==> config.mk <==
export PLATFORM = sky130hd
export DESIGN_NAME = sha256_padder
export DESIGN_NICKNAME = d
export VERILOG_FILES = /design/src/rtl/sha256_pkg.sv /design/src/rtl/sha256_padder.sv
export SDC_FILE = /design/constraint.sdc
export NUM_CORES = 1
export LEC_CHECK = 0
export BUFFER_PORTS_ARGS = -buffer_cell sky130_fd_sc_hd__buf_4
export CORE_UTILIZATION = 45
export CTS_BUF_LIST = sky130_fd_sc_hd__clkbuf_8
export CTS_CLUSTER_DIAMETER = 40
export DETAILED_ROUTE_END_ITERATION = 16
export HOLD_SLACK_MARGIN = 0.15
export PLACE_DENSITY = 0.78
export SETUP_SLACK_MARGIN = 0.05
export SLEW_MARGIN = 20
export SYNTH_ARGS = -nofsm -noshare
export SYNTH_HDL_FRONTEND = slang
export SYNTH_SLANG_ARGS = --single-unit
==> constraint.sdc <==
create_clock -name clk -period 5.4 [get_ports clk]
set_input_delay 0.54 -clock clk [delete_from_list [all_inputs] [get_ports clk]]
set_output_delay 0.54 -clock clk [all_outputs]
set_load 0.02 [all_outputs]
==> src/rtl/sha256_pkg.sv <==
// rtl/sha256_pkg.sv - shared encodings and constants for the SHA-256 block padder
package sha256_pkg;

  localparam int         BLOCK_BYTES = 64;
  localparam int         LEN_SLOT    = 56;
  localparam logic [7:0] PAD_BYTE    = 8'h80;

  // Padder sequencing states
  typedef enum logic [2:0] {
    FILL,
    PAD,
    ZERO,
    LEN,
    ISSUE,
    DROP,
    WAIT
  } state_t;

  // Where to resume once the core has accepted the current block
  typedef enum logic [1:0] {
    AFTER_FILL,
    AFTER_PAD,
    AFTER_ZERO,
    AFTER_DONE
  } after_t;

  // MSB of byte slot idx; slot 0 sits at [511:504] (i.e. 511 - 8*idx)
  function automatic logic [8:0] slot_msb(input logic [5:0] idx);
    return {~idx, 3'b111};
  endfunction

endpackage

==> src/rtl/sha256_padder.sv <==
// rtl/sha256_padder.sv - byte-stream to padded 512-bit block front end for sha256_core (optional SHA256_PADDER_BLKCNT_EN)
module sha256_padder
  import sha256_pkg::*;
#(
  parameter int LEN_W = 64,
  parameter bit MODE  = 1'b1
) (
  input  logic         clk,
  input  logic         reset_n,
  input  logic         in_valid,
  output logic         in_ready,
  input  logic [7:0]   in_data,
  input  logic         in_last,
  output logic         core_init,
  output logic         core_next,
  output logic         core_mode,
  output logic [511:0] core_block,
  input  logic         core_ready,
  output logic         msg_done,
  output logic [15:0]  blk_cnt
);

  localparam logic [5:0] LAST_IDX = 6'(BLOCK_BYTES - 1);
  localparam logic [5:0] LEN_IDX  = 6'(LEN_SLOT);

  state_t             state_q, state_d;
  after_t             after_q, after_d;
  logic [511:0]       blk_q;
  logic [5:0]         idx_q;
  logic [LEN_W-1:0]   len_q;
  logic               first_q;
  logic               armed_q;
  logic               init_q;
  logic               next_q;
  logic               done_q;
  logic               accept;
  logic               issue_fire;
  logic               wait_fire;

  // armed_q keeps in_ready low until the first cycle after reset release
  assign in_ready   = armed_q && (state_q == FILL);
  assign core_init  = init_q;
  assign core_next  = next_q;
  assign core_mode  = MODE;
  assign core_block = blk_q;
  assign msg_done   = done_q;

  // State register
  always_ff @(posedge clk) begin
    if (!reset_n) begin
      state_q <= FILL;
      after_q <= AFTER_FILL;
    end else begin
      state_q <= state_d;
      after_q <= after_d;
    end
  end

  // Next-state and per-state strobes
  always_comb begin
    state_d    = state_q;
    after_d    = after_q;
    accept     = 1'b0;
    issue_fire = 1'b0;
    wait_fire  = 1'b0;
    case (state_q)
      FILL: begin
        if (in_valid && in_ready) begin
          accept = 1'b1;
          // A full block is flushed first; padding of a last byte in slot 63
          // then starts the following block.
          if (idx_q == LAST_IDX) begin
            state_d = ISSUE;
            after_d = in_last ? AFTER_PAD : AFTER_FILL;
          end else if (in_last) begin
            state_d = PAD;
          end
        end
      end
      PAD: begin
        if (idx_q == LAST_IDX) begin
          state_d = ISSUE;
          after_d = AFTER_ZERO;
        end else begin
          state_d = ZERO;
        end
      end
      ZERO: begin
        if (idx_q == LEN_IDX) begin
          state_d = LEN;
        end else if (idx_q == LAST_IDX) begin
          state_d = ISSUE;
          after_d = AFTER_ZERO;
        end
      end
      LEN: begin
        state_d = ISSUE;
        after_d = AFTER_DONE;
      end
      ISSUE: begin
        if (core_ready) begin
          issue_fire = 1'b1;
          state_d    = DROP;
        end
      end
      DROP: begin
        state_d = WAIT;
      end
      WAIT: begin
        if (core_ready) begin
          wait_fire = 1'b1;
          case (after_q)
            AFTER_PAD:  state_d = PAD;
            AFTER_ZERO: state_d = ZERO;
            default:    state_d = FILL;
          endcase
        end
      end
      default: begin
        state_d = FILL;
      end
    endcase
  end

  // Block buffer, byte index, bit length and core handshake pulses
  always_ff @(posedge clk) begin
    if (!reset_n) begin
      blk_q   <= '0;
      idx_q   <= '0;
      len_q   <= '0;
      first_q <= 1'b1;
      armed_q <= 1'b0;
      init_q  <= 1'b0;
      next_q  <= 1'b0;
      done_q  <= 1'b0;
    end else begin
      armed_q <= 1'b1;
      init_q  <= 1'b0;
      next_q  <= 1'b0;
      done_q  <= 1'b0;
      case (state_q)
        FILL: begin
          if (accept) begin
            blk_q[slot_msb(idx_q) -: 8] <= in_data;
            idx_q <= idx_q + 6'd1;
            len_q <= len_q + LEN_W'(8);
          end
        end
        PAD: begin
          blk_q[slot_msb(idx_q) -: 8] <= PAD_BYTE;
          idx_q <= idx_q + 6'd1;
        end
        ZERO: begin
          if (idx_q != LEN_IDX) begin
            blk_q[slot_msb(idx_q) -: 8] <= 8'h00;
            idx_q <= idx_q + 6'd1;
          end
        end
        LEN: begin
          blk_q[63:0] <= 64'(len_q);
        end
        ISSUE: begin
          if (issue_fire) begin
            init_q  <= first_q;
            next_q  <= !first_q;
            first_q <= 1'b0;
          end
        end
        WAIT: begin
          if (wait_fire) begin
            blk_q <= '0;
            idx_q <= '0;
            if (after_q == AFTER_DONE) begin
              done_q  <= 1'b1;
              len_q   <= '0;
              first_q <= 1'b1;
            end
          end
        end
        default: begin
        end
      endcase
    end
  end

`ifdef SHA256_PADDER_BLKCNT_EN
  logic [15:0] cnt_q;

  // Blocks issued for the current message, saturating, cleared at message end
  always_ff @(posedge clk) begin
    if (!reset_n) begin
      cnt_q <= '0;
    end else if (wait_fire && (after_q == AFTER_DONE)) begin
      cnt_q <= '0;
    end else if (issue_fire && (cnt_q != 16'hFFFF)) begin
      cnt_q <= cnt_q + 16'd1;
    end
  end

  assign blk_cnt = cnt_q;
`else
  assign blk_cnt = '0;
`endif

endmodule

==> reports/metrics.cfg <==
[status]
outcome = finished clean

[timing]
fmax_mhz = 271
fin_setup_tns_ns = 0
rsz0062_at_grt = no
worst_pin_slew_ns = 1.12
setup_viol = 0
clock-skew-final_ns = 0.0349
fin_hold_ws_ns = 0.280
slew_viol_final = 0
hold_viol = 0
period_minus_slack_ns = 3.69
finalCritPeriodShare_pct = 68.4
slew_headroom_pct = 24.8

[cells_and_area]
seq_area_sq_mm = 0.0118
drive_gt1_share_pct = 26.1
multi_input_area_sq_mm = 0.0124
postLayoutCoreUtil_pct = 57.1
synthToLayoutAreaGrowth_pct = 24.8
num-fill-cells = 5051
fin_nets = 3434

[grt]
grt_pass1_wl_um = 147000
grt_max_degree = 76
grt_overflow = 0
grt_use_total_pct = 34.0
antenna_found_initial = 5
first_global_vias = 23300

[logic_synthesis]
yosys_warnings = 0
async_flop_share_pct = 0
synth_area_sq_mm = 0.0254
avgSynthCellArea_sq_um = 8.46
yosys_register_bits = 589
yosysTopAreaCell = dfxtp_1
synth_edf_count = 0
synth_cell_types = 77
synth_ff_type = dfxtp_1
ys_top_cells_by_area = dfxtp_1 46%, nor2_1 5.5%, a31o_2 5.1%
synth_seq_area_share_pct = 46.5
postSynthCellCount = 3001
yosysTopAreaCellShare_pct = 46.5

[drt]
drtPass1Iterations = 6
avgViaCountPerCell = 6.02
vias = 25600
wl_per_cell_um = 23.9
drt-initial-drc-count = 2903
ant_nets = 0
postRouteWirelength_um = 101000
drc_errors = 0

[floorplan]
start_util_pct = 45.8
core_region_area_sq_mm = 0.0554
num_rows = 86
die_area_sq_mm = 0.0573
fp.dieH_um = 239
io-pin-count = 546
fp.dieW_um = 239

[setup_path]
path_class = flip-flop to flip-flop
crit_arrival_ns = 4.35
cp-end-kind = flip-flop
critPathRequiredTime_ns = 6.06
crit_fanout = 39
startpoint_type = flip-flop

[clock_network]
clockRootBuffer = clkbuf_8
cts-resized-gates = 0
numCtsBuffers = 102
htreeDepth = 3
cts.sinks = 589
postCtsSetupBuffers = 0
cts_tree = done
clk_latency_ns = 0.73
cts_buffer_depth = 3
clk_pin_slew_ns = 0.07

[power_and_ir_drop]
vdd.ir_drop.worst_uv = 231
p_leak_nw = 12.6
finalPower_mw = 11.8
pwr_density_cell_mw_per_mm2 = 372

[place]
io_buffers = 528
gp_congestion = 0.999
place_hpwl_um = 71800

[worst_hold_path]
min_path_type = primary input to flip-flop

[run]
drv_cap = 0

## final timing paths
| check | startpoint | endpoint | slack (ns) | cells past startpoint |
|---|---|---|---|---|
| setup / recovery | idx_q[5] | core_block[318] | 1.71 | 6 |
| hold / removal | in_last | after_q[0] | 0.28 | 4 |
| setup reg to reg | idx_q[5] | core_block[318] | 1.71 | 6 |
| hold reg to reg | first_q | core_init | 0.46 | 2 |
## timing repair
item	in CTS	in global routing
hold buffers	1	0
endpoints found under the hold margin	2	0
endpoints found under the setup margin	0	0
## placed cells by master (no fill, tap or decap), drive strengths merged, types with 61 or more instances in the layout
cell / count
buf: 561
nand2: 311
a31o: 148
inv: 68
clkbuf: 124
o21ai: 239
nand3: 89
o211ai: 73
a21oi: 168
and3: 64
nor2: 371
dfxtp: 589
o21a: 65
nor3: 61
## layer usage
metal	GRT usage (%)	part of all wire, %	vias to the layer above
met2	52.3	44	1466
li1	-	-	11700
met3	10.1	11	326
met4	20.8	6.2	4
met1	41.6	38	12100
met5	0	0.025	-
## power breakdown
part | switching (mW) | leakage (nW) | total [mW] | internal [mW]
Sequential | 0.158 | 4.74 | 4.60 | 4.44
Clock | 1.93 | 1.22 | 4.36 | 2.42
Combinational | 2.18 | 6.68 | 2.84 | 0.658
## cell usage after synthesis (13+ instances only)
library cell,n
buf_4,32
o31ai_1,14
nor3_1,54
nor2b_1,13
nor2_1,371
buf_2,50
nand4_1,37
o21ai_0,236
o21a_1,65
and3_1,64
a221oi_1,18
o2bb2ai_1,22
xor2_1,14
a22o_1,38
or4_1,15
and2_1,30
a31oi_1,15
clkbuf_1,170
dfxtp_1,589
o211ai_1,73
a22oi_1,49
a311oi_1,19
nand3_1,89
inv_1,36
a21oi_1,168
o22a_1,22
or3_1,52
a31o_2,148
nand2_1,311
## cell families (layout without fill, tap and decap cells)
logic type      after synthesis  count (layout)  share of synthesized area, %
simple gates               1108            1108                          20.7
mux                           3               3                         0.118
xor+xnor                     24              24                         0.828
other cells                   2              18                        0.0296
flops                       589             589                          46.5
buf+inv                     304             781                          5.28
fa+ha+maj                     7               7                         0.345
compound gates              964             964                          26.2
## cell type report
class | count | share of cell area (%)
Inverter | 36 | 0.431
Timing Repair Buffer | 562 | 13.3
Clock buffer | 124 | 5.39
Tap cell | 748 | 2.96
Sequential cell | 589 | 37.2
Clock inverter | 59 | 1.52
Antenna cell | 1 | 0.00790
Multi-Input combinational cell | 2123 | 39.1
## state kept, by name (all words and copies together) (netlist names)
register,count
idx_q,6
after_q,2
first_q,1
core_next,1
core_init,1
core_block,512
len_q,61
armed_q,1
msg_done,1
state_q,3
## critical path, stage by stage (launching register included)
cell     delay, ns
dfxtp_1       0.89
and4b_1       0.51
and3_2        0.78
nor2_2        0.31
buf_4         0.30
a21oi_1       0.59
a21o_1        0.21
## stage by stage
step / instances / area (sq um) / setup WS, ns
after floorplan: 3016 / 25400 / 2.99
after global placement: 4057 / 29400 / 1.92
after detailed placement: 4057 / 29500 / 1.83
after CTS: 4241 / 31700 / 1.78
after global routing: 4242 / 31700 / 1.53
final: 4242 / 31700 / 1.71
Power figures use the tool's default switching activity.
